**config.mk**
```make
export PLATFORM = sky130hd
export DESIGN_NAME = anc_sequencer
export DESIGN_NICKNAME = d
export VERILOG_FILES = /design/src/rtl/anc_sequencer.sv
export SDC_FILE = /design/constraint.sdc
export NUM_CORES = 1
export LEC_CHECK = 0
export ABC_AREA = 0
export CORE_UTILIZATION = 29
export CTS_BUF_LIST = sky130_fd_sc_hd__clkbuf_8 sky130_fd_sc_hd__clkbuf_16
export CTS_CLUSTER_DIAMETER = 30
export DETAILED_ROUTE_END_ITERATION = 10
export SLEW_MARGIN = 10
export SYNTH_ARGS = -nofsm -noshare
export SYNTH_HDL_FRONTEND = slang
export SYNTH_SLANG_ARGS = --single-unit
```
**constraint.sdc**
```tcl
create_clock -name clk_in -period 6.15 [get_ports clk_in]
set_clock_uncertainty 0.05 [all_clocks]
set_input_delay 0.9225 -clock clk_in [delete_from_list [all_inputs] [get_ports clk_in]]
set_output_delay 0.9225 -clock clk_in [all_outputs]
set_load 0.03 [all_outputs]
```
**src/rtl/anc_sequencer.sv**
```systemverilog
// ANC frame sequencer: runs lowpass, NLMS and FIR stages one at a time
// per audio sample, with a per-stage watchdog, sticky flags and counters.
module anc_sequencer #(
  parameter int TIMEOUT_CYCLES = 1024,
  parameter int CNT_W          = 16
) (
  input  logic             clk_in,
  input  logic             rst_in,
  input  logic             sample_ready_in,
  input  logic             nc_on_in,
  input  logic             adapt_en_in,
  input  logic             clear_flags_in,
  output logic             lp_start_out,
  output logic             lms_start_out,
  output logic             fir_start_out,
  input  logic             lp_done_in,
  input  logic             lms_done_in,
  input  logic             fir_done_in,
  output logic             y_valid_out,
  output logic             bypass_out,
  output logic             busy_out,
  output logic [2:0]       state_out,
  output logic             overrun_out,
  output logic             timeout_out,
  output logic [CNT_W-1:0] frame_count_out,
  output logic [CNT_W-1:0] drop_count_out
);

  typedef enum logic [2:0] {
    S_IDLE = 3'd0,
    S_LP   = 3'd1,
    S_LMS  = 3'd2,
    S_FIR  = 3'd3
  } state_t;

  localparam int WD_W = $clog2(TIMEOUT_CYCLES + 1);
  localparam logic [WD_W-1:0] WD_LAST = WD_W'(TIMEOUT_CYCLES - 1);

  state_t           state_q, state_d;
  logic             lp_start_q, lp_start_d;
  logic             lms_start_q, lms_start_d;
  logic             fir_start_q, fir_start_d;
  logic             y_valid_q, y_valid_d;
  logic             bypass_q, bypass_d;
  logic             nc_q, nc_d;
  logic             adapt_q, adapt_d;
  logic             ovr_q, ovr_d;
  logic             to_q, to_d;
  logic [WD_W-1:0]  wd_q, wd_d;
  logic [CNT_W-1:0] fc_q, fc_d;
  logic [CNT_W-1:0] drop_q, drop_d;

  logic stage_done;
  logic done_ok;
  logic wd_exp;
  logic set_ovr;
  logic set_to;

  // Select the done pulse of the running stage; others are ignored
  always_comb begin
    stage_done = 1'b0;
    unique case (1'b1)
      (state_q == S_LP):  stage_done = lp_done_in;
      (state_q == S_LMS): stage_done = lms_done_in;
      (state_q == S_FIR): stage_done = fir_done_in;
      default:            stage_done = 1'b0;
    endcase
  end

  // Next-state, pulse, watchdog, flag and counter logic
  always_comb begin
    state_d     = state_q;
    lp_start_d  = 1'b0;
    lms_start_d = 1'b0;
    fir_start_d = 1'b0;
    y_valid_d   = 1'b0;
    bypass_d    = bypass_q;
    nc_d        = nc_q;
    adapt_d     = adapt_q;
    wd_d        = wd_q + WD_W'(1);
    drop_d      = drop_q;
    set_ovr     = 1'b0;
    set_to      = 1'b0;
    // done in a start-pulse cycle is not accepted
    done_ok     = stage_done &
                  ~(lp_start_q | lms_start_q | fir_start_q);
    wd_exp      = (wd_q == WD_LAST);

    case (state_q)
      S_IDLE: begin
        wd_d = '0;
        if (sample_ready_in) begin
          state_d    = S_LP;
          lp_start_d = 1'b1;
          nc_d       = nc_on_in;
          adapt_d    = adapt_en_in;
          bypass_d   = 1'b0;
        end
      end
      S_LP: begin
        if (done_ok) begin
          wd_d = '0;
          if (!nc_q) begin
            state_d   = S_IDLE;
            y_valid_d = 1'b1;
            bypass_d  = 1'b1;
          end else if (adapt_q) begin
            state_d     = S_LMS;
            lms_start_d = 1'b1;
          end else begin
            state_d     = S_FIR;
            fir_start_d = 1'b1;
          end
        end else if (wd_exp) begin
          state_d = S_IDLE;
          set_to  = 1'b1;
        end
      end
      S_LMS: begin
        if (done_ok) begin
          wd_d        = '0;
          state_d     = S_FIR;
          fir_start_d = 1'b1;
        end else if (wd_exp) begin
          state_d = S_IDLE;
          set_to  = 1'b1;
        end
      end
      S_FIR: begin
        if (done_ok) begin
          wd_d      = '0;
          state_d   = S_IDLE;
          y_valid_d = 1'b1;
          bypass_d  = 1'b0;
        end else if (wd_exp) begin
          state_d = S_IDLE;
          set_to  = 1'b1;
        end
      end
      default: begin
        state_d = S_IDLE;
        wd_d    = '0;
      end
    endcase

    if (state_q != S_IDLE && sample_ready_in) begin
      set_ovr = 1'b1;
      if (drop_q != '1) drop_d = drop_q + CNT_W'(1);
    end

    fc_d  = fc_q + CNT_W'(y_valid_d);
    // a set event in the same cycle as clear keeps the flag high
    ovr_d = (ovr_q & ~clear_flags_in) | set_ovr;
    to_d  = (to_q & ~clear_flags_in) | set_to;
  end

  // Single register bank for FSM state and all registered outputs
  always_ff @(posedge clk_in or negedge rst_in) begin
    if (!rst_in) begin
      state_q     <= S_IDLE;
      lp_start_q  <= 1'b0;
      lms_start_q <= 1'b0;
      fir_start_q <= 1'b0;
      y_valid_q   <= 1'b0;
      bypass_q    <= 1'b0;
      nc_q        <= 1'b0;
      adapt_q     <= 1'b0;
      ovr_q       <= 1'b0;
      to_q        <= 1'b0;
      wd_q        <= '0;
      fc_q        <= '0;
      drop_q      <= '0;
    end else begin
      state_q     <= state_d;
      lp_start_q  <= lp_start_d;
      lms_start_q <= lms_start_d;
      fir_start_q <= fir_start_d;
      y_valid_q   <= y_valid_d;
      bypass_q    <= bypass_d;
      nc_q        <= nc_d;
      adapt_q     <= adapt_d;
      ovr_q       <= ovr_d;
      to_q        <= to_d;
      wd_q        <= wd_d;
      fc_q        <= fc_d;
      drop_q      <= drop_d;
    end
  end

  assign lp_start_out    = lp_start_q;
  assign lms_start_out   = lms_start_q;
  assign fir_start_out   = fir_start_q;
  assign y_valid_out     = y_valid_q;
  assign bypass_out      = bypass_q;
  assign busy_out        = (state_q != S_IDLE);
  assign state_out       = state_q;
  assign overrun_out     = ovr_q;
  assign timeout_out     = to_q;
  assign frame_count_out = fc_q;
  assign drop_count_out  = drop_q;

endmodule
```
* Word level (Yosys, flattened, before mapping) *
Index checks and enable logic that the tools add are counted.

cells by class
  $add $sub $neg = 3
  equality and inequality tests = 9
  mux-type cells = 34
  bitwise logic cells = 9
  reductions and logical operators = 8

operator list
  cell                                                    number
  two-way mux 11 bit                                      2
  two-way mux 1 bit                                       21
  adder 16 x 1 -> 16 bit                                  1
  adder 16 x 1 -> 16 bit (second input constant)          1
  inequality test 16 bit (second input constant)          1
  two-way mux 3 bit                                       5
  one-hot mux 3 bit (4 select lines)                      1
  adder 11 x 1 -> 11 bit (second input constant)          1
  equality test 11 x 10 -> 1 bit (second input constant)  1
  inequality test 2 bit (second input constant)           4
  equality test 3 x 2 -> 1 bit (second input constant)    2
  one-hot mux 1 bit (3 select lines)                      2
  nonzero test 3 bit                                      2
  AND reduction 5 bit                                     1
  bitwise OR 1 bit                                        4
  one-hot mux 1 bit (2 select lines)                      2
  AND reduction 2 bit                                     2
  bitwise AND 1 bit                                       3
  equality test 3 x 1 -> 1 bit (second input constant)    1
  zero test 3 bit                                         1
  OR reduction 3 bit                                      1
  two-way mux 2 bit                                       1
  inverter 1 bit                                          2
  logical AND 1 bit                                       1

storage, ports and cells
  register bits after elaboration = 55
  input port bits = 9
  output and inout bits = 43
  logic and storage cells = 76

* Logic depth before layout (Yosys ltp) *
Gate-level depths: netlist of the first run.

  depth in word-level cells = 7
  depth in mapped cells = 10
  gate-level depth less buffers = 9

* Least setup slack after synthesis of the first run *
No wires, ideal clock.

  kind = register -> register
  from = register state_q[2] (netlist: state_out[2])
  to = register fc_q[12] (netlist: frame_count_out[12])
  data arrival time = 2.435 ns
  path slack = 3.532 ns
  stages on the path, launching flop included = 11
  buffers on the path = 1
  clock period less this slack = 2.618 ns
  path through = dfrtp_1 -> buf_6 -> nor4_4 -> nand3_1 -> nor2_1 -> ha_1 -> ha_1 -> nand3_1 -> nor3_1 -> nand4_1 -> xnor2_1

between the ends
  cells in the longest elaborated chain, start to end = 6

ends and longest elaborated chain
  what                                                  RTL line  RTL
  start: declaration                                    39        state_t state_q, state_d;
  start signal: assignment                              174       state_q <= state_d;
  equality test 3 x 2 -> 1 bit (tied with other cells)  65, 89
  one-hot mux 1 bit (3 select lines)                    62        unique case (1'b1)
  bitwise AND 1 bit                                     85        done_ok = stage_done &
  two-way mux 1 bit (on tied branches)                  130, 101
  one-hot mux 1 bit (2 select lines) (*)                89        case (state_q)
  via y_valid_d                                         43        logic y_valid_q, y_valid_d;
  adder 16 x 1 -> 16 bit (*)                            151       fc_d = fc_q + CNT_W'(y_valid_d);
  via fc_d[12]                                          50        logic [CNT_W-1:0] fc_q, fc_d;
  end signal: assignment                                171       fc_q <= '0;
  end signal: assignment                                185       fc_q <= fc_d;
  end: declaration                                      50

The timed path passes the listed nets; every way through them passes the cells marked *.
A chain may end at the register's enable or synchronous reset.

* Final worst setup path of the first run *
  from = register state_q[0] (netlist: state_out[0])
  to = output port busy_out

between the ends
  cells in the longest elaborated chain, start to end = 1

ends and longest elaborated chain
  what                RTL line  RTL
  nonzero test 3 bit  195       assign busy_out = (state_q != S_IDLE);
  end: declaration    21        output logic busy_out,

Every way passes these cells.

==> out/results.tsv, run 1 <==
metric	value	unit
status	complete, no violations	
Layout area overhead	27.4	%
largest area contributor in the netlist	dfrtp_1	
max cap viols	0	
crit end category	primary output	
Arr. time, crit path	2220	ps
drt via density	4.81	
Crit Path Category	reg -> out	
PostCTS Resize Cnt	0	
worst skew pair latency	310	ps
gr usage total	0.118	
drt first pass iters	4	
Worst Tran Pin Value	938	ps
routability cong.	0.894	
DR vias	1929	
Slew headroom	0.372	
shortest period the worst path allows	3190	ps
min setup slack post-route	2960	ps
clock sinks	55	
Fmax achieved	314	MHz
Post-Place Cells	393	
Root Buffer	clkbuf_8	
Ys Warns	0	
most common cell after layout, fill and taps aside	dfrtp_1	
CP max FO	18	
drt total wl	5260	um
Avg Inst Size Synth	11.0	um2
largest net degree at the start of global routing	56	
Hold Violations, Final	0	
post-CTS setup buffer count	0	
Place WS	2740	ps
hold buffers post-CTS	0	
Mapped Area	0.00263	mm2
ys flop type	dfrtp_1	
die width	97.2	um
Initial Util	0.300	
DRC viols	0	
count of final setup violators	0	
RSZ-0062 raised after global routing	no	
Area contributors post-synth	dfrtp_1 (52%), xnor2_1 (8.0%), xor2_1 (3.7%), nand3_1 (3.0%), nand4_1 (2.6%)	
fin crit share	0.518	
post-DP HPWL	3860	um
Async SR Flop Fraction	1.00	
Synth Instances	239	
Clock Tree Buf Depth	2	
1st-iter DRT viols	55	
LEAKAGE	1.38	nW
Hold WS	409	ps
Unique masters post-synth	52	
power per cell area	262	mW/mm2
WP data required	5180	ps
post-detailed-route count of antenna-violating nets	0	
cell area after layout	0.00335	mm2
fraction of layout cells with a size suffix above 1	0.0751	
startpoint types	flip-flop	
Core Area	0.00876	mm2
Setup TNS	0	ps
WL/cell	13.1	um
vias in the first global route	1975	
register area share after synthesis	0.524	
worst hold path class	reg -> reg	
number of flops mapped to enable cells by yosys	0	
die area	0.00944	mm2
number of diodes	0	
fin nets	305	
number of antenna violations at the first check in global routing	0	
commonest non-fill, non-tap cells in the layout	dfrtp_1 (55), clkdlybuf4s50_1 (50), xnor2_1 (24)	
Synth Register Bits	55	
first-pass GRT wire length	9230	um
Die Ht	97.2	um
fin cells	401	
fin. max-slew vios	0	
Max IR drop VDD	0.0890	mV
syn nets	252	
IO Pins	52	
total grt overflow	0	
Clk pin slew, worst setup/hold paths	110	ps
internal reg-to-reg setup slack	3280	ps
TritonCTS buffer count	5	
# rows	34	
top cell type's share of synthesized area	0.524	
htree depth	2	
Port Buffer Count	51	
CTS tree	yes	
Area after DPL	0.00323	mm2
registers in the layout, indices dropped and copies added, names as in the netlist, 3 cells and up:
name / count
drop_count_out: 16
frame_count_out: 16
wd_q: 11
state_out: 3
critical path, cell delays in order (launching register included):
cell and delay (ps):
dfrtp_1 600, nor3_1 500, inv_1 180, clkdlybuf4s50_1 630
area by class of cell:
| cell class | instances | area [um2] |
|---|---|---|
| fillers | 889 | 5420 |
| flip-flops and latches | 55 | 1380 |
| multi-input cells | 164 | 1150 |
| repair buffers | 52 | 513 |
| well taps | 108 | 135 |
| clock buffers | 5 | 68.8 |
| inverters | 14 | 52.6 |
| clock inverters | 3 | 46.3 |
Yosys cell counts (7+ instances only):
master,number
inv_1,14
nand4_1,11
o21ai_0,7
xor2_1,11
nand2_1,13
nor2_1,18
xnor2_1,24
dfrtp_1,55
nor3_1,7
nand3_1,16
per-layer routing:
layer,part of all wire,global-route usage,wire length [um],vias up
met5,0,0,0,-
met4,0.0029,0.0241,15,0
met3,0.050,0.0309,264,2
met2,0.49,0.198,2560,39
met1,0.46,0.154,2420,938
li1,-,-,-,950
stage by stage:
stage	utilization	power, mW
finish	0.382	0.878
global route	0.382	0.925
CTS	0.382	0.893
detailed placement	0.369	0.643
global placement	0.369	0.638
floorplan	-	0.549
power by group:
part / total (mW) / switching, mW / internal, mW
logic: 0.200 / 0.113 / 0.0870
clock network: 0.247 / 0.124 / 0.123
registers: 0.431 / 0.0384 / 0.392
total: 0.878 / 0.276 / 0.602
kinds of logic (layout without fill, tap and decap cells):
logic type	after synthesis	after routing	synth area share
xor+xnor	35	35	0.117
other cells	1	1	0.00143
fa+ha+maj	4	4	0.0191
flops	55	55	0.524
compound gates	32	32	0.0929
mux	4	4	0.0181
simple gates	88	88	0.192
buf+inv	20	74	0.0362
final timing paths:
| kind | from | endpoint | cells after the start |
|---|---|---|---|
| max reg2reg | state_out[2] | frame_count_out[12] | 9 |
| min reg2reg | wd_q[0] | wd_q[0] | 1 |
| min in group asynchronous | rst_in | frame_count_out[11] | 2 |
| max | state_out[0] | busy_out | 3 |
| min | wd_q[0] | wd_q[0] | 1 |
| max in group asynchronous | rst_in | wd_q[2] | 2 |
(Power assumes the default switching activity.)
==> run 2, diff against run 1 <==
- clock period: 6.15 -> 2.57 ns (I/O delays scaled with it)
==> run 2 against run 1 <==
Effect of this change: worst setup slack worse by 2800 ps; via count grew 2.3%; critical path depth did not move; worst hold slack worse by 31 ps; global-route usage rose by 0.45 points; final area is 3.0% higher; first-iteration DRC count grew 15%; sequential cell count is the same; sequential share of layout area is 1.2 points lower; count of clock-buffer cells in the layout up 2; final cell count grew 3.0%; non-clock buffer count is 12 higher; largest cell class unchanged.
==> out/results.tsv, run 2 (synthesis results as in run 1) <==
metric	value	unit
Clock Tree Buf Depth	2	
Core Area	0.00876	mm2
htree depth	2	
startpoint types	flip-flop	
LEAKAGE	1.45	nW
# rows	34	
count of final setup violators	0	
number of antenna violations at the first check in global routing	0	
Worst Tran Pin Value	957	ps
Initial Util	0.300	
first-pass GRT wire length	9450	um
Die Ht	97.2	um
total grt overflow	0	
Arr. time, crit path	1930	ps
drt total wl	5390	um
fraction of layout cells with a size suffix above 1	0.111	
fillers	860	
1st-iter DRT viols	63	
NetSw	0.630	mW
Layout area overhead	31.3	%
TritonCTS buffer count	5	
sequential share of power	0.503	
worst skew pair latency	300	ps
post-DP HPWL	4000	um
largest net degree at the start of global routing	52	
Slew headroom	0.359	
crit end category	primary output	
Max IR drop VDD	0.218	mV
post-detailed-route count of antenna-violating nets	0	
power per cell area	589	mW/mm2
fin. max-slew vios	0	
Fmax achieved	423	MHz
commonest non-fill, non-tap cells in the layout	dfrtp_1 (55), clkdlybuf4s50_1 (50), xnor2_1 (24)	
Post-Place Cells	404	
RSZ-0062 raised after global routing	no	
fin nets	317	
most common cell after layout, fill and taps aside	dfrtp_1	
R2R cell count	9	
Port Buffer Count	51	
routability cong.	0.816	
internal reg-to-reg setup slack	270	ps
Util after Layout	0.393	
drt via density	4.78	
Clk pin slew, worst setup/hold paths	90	ps
Clk network pwr share	0.254	
fin crit share	0.920	
Root Buffer	clkbuf_8	
WL/cell	13.0	um
DRC viols	0	
cell area after layout	0.00345	mm2
Hold Violations, Final	0	
vias in the first global route	1933	
shortest period the worst path allows	2360	ps
CP max FO	8	
Hold WS	378	ps
Setup TNS	0	ps
Power Internal	1.40	mW
WP data required	2130	ps
Sw Share	0.310	
post-CTS setup buffer count	0	
drt first pass iters	4	
number of diodes	0	
Reg-to-Reg Start	state_out[2]	
clock sinks	55	
CTS tree	yes	
IO Pins	52	
Crit Path Category	reg -> out	
Area after DPL	0.00333	mm2
die area	0.00944	mm2
status	complete, no violations	
max cap viols	0	
DR vias	1973	
gr usage total	0.123	
worst hold path class	in -> async	
Reg-to-Reg End	frame_count_out[12]	
Logic pwr share	0.243	
die width	97.2	um
fin cells	413	
run 2: critical path: stages, from the launching register on:
cell	delay [ps]
dfrtp_1	510
nor3_2	340
inv_1	160
clkdlybuf4s50_1	620
run 2: repair_timing:
action | CTS | global route
endpoints found under the hold margin | 4 | 0
gates resized for setup | 1 | 0
endpoints found under the setup margin | 1 | 0
hold buffers | 1 | 0
run 2: layout make-up:
| type | instances | area (um2) | share of cell area |
|---|---|---|---|
| sequential | 55 | 1380 | 0.399 |
| tap | 108 | 135 | 0.0392 |
| clock inverter | 1 | 3.75 | 0.00109 |
| clock buffer | 7 | 96.3 | 0.0279 |
| inverter | 14 | 52.6 | 0.0152 |
| timing repair buffer | 64 | 618 | 0.179 |
| multi-input combinational | 164 | 1160 | 0.338 |
run 2: how the worst max path moves through the flow:
stage                             from             endpoint  slack, ps  depth (start not counted)
after global routing      state_out[2]  frame_count_out[12]        130                          9
after CTS                 state_out[0]             busy_out        180                          3
after floorplan           state_out[2]  frame_count_out[12]         10                         10
after detailed placement   fir_done_in  frame_count_out[12]         20                         10
after global placement     fir_done_in  frame_count_out[12]         60                         10
final                     state_out[0]             busy_out        210                          3
run 2: power groups by stage:
stage	clock network [mW]	logic [mW]	registers [mW]
finish	0.516	0.493	1.02
global route	0.572	0.529	1.04
CTS	0.540	0.500	1.03
detailed placement	0	0.496	1.04
global placement	0	0.493	1.04
floorplan	0	0.153	1.16
run 2: per-layer routing:
| layer | track usage | vias up | share of wire |
|---|---|---|---|
| li1 | - | 971 | - |
| met1 | 0.173 | 951 | 0.48 |
| met2 | 0.190 | 44 | 0.46 |
| met3 | 0.0281 | 7 | 0.048 |
| met4 | 0.0310 | 0 | 0.011 |
| met5 | 0 | - | 0 |
run 2: per-stage QoR:
step / worst slack, ps / power [mW]
after global routing: 129 / 2.14
after floorplan: 11.0 / 1.31
after CTS: 177 / 2.07
final: 205 / 2.03
after global placement: 56.8 / 1.53
after detailed placement: 18.6 / 1.54
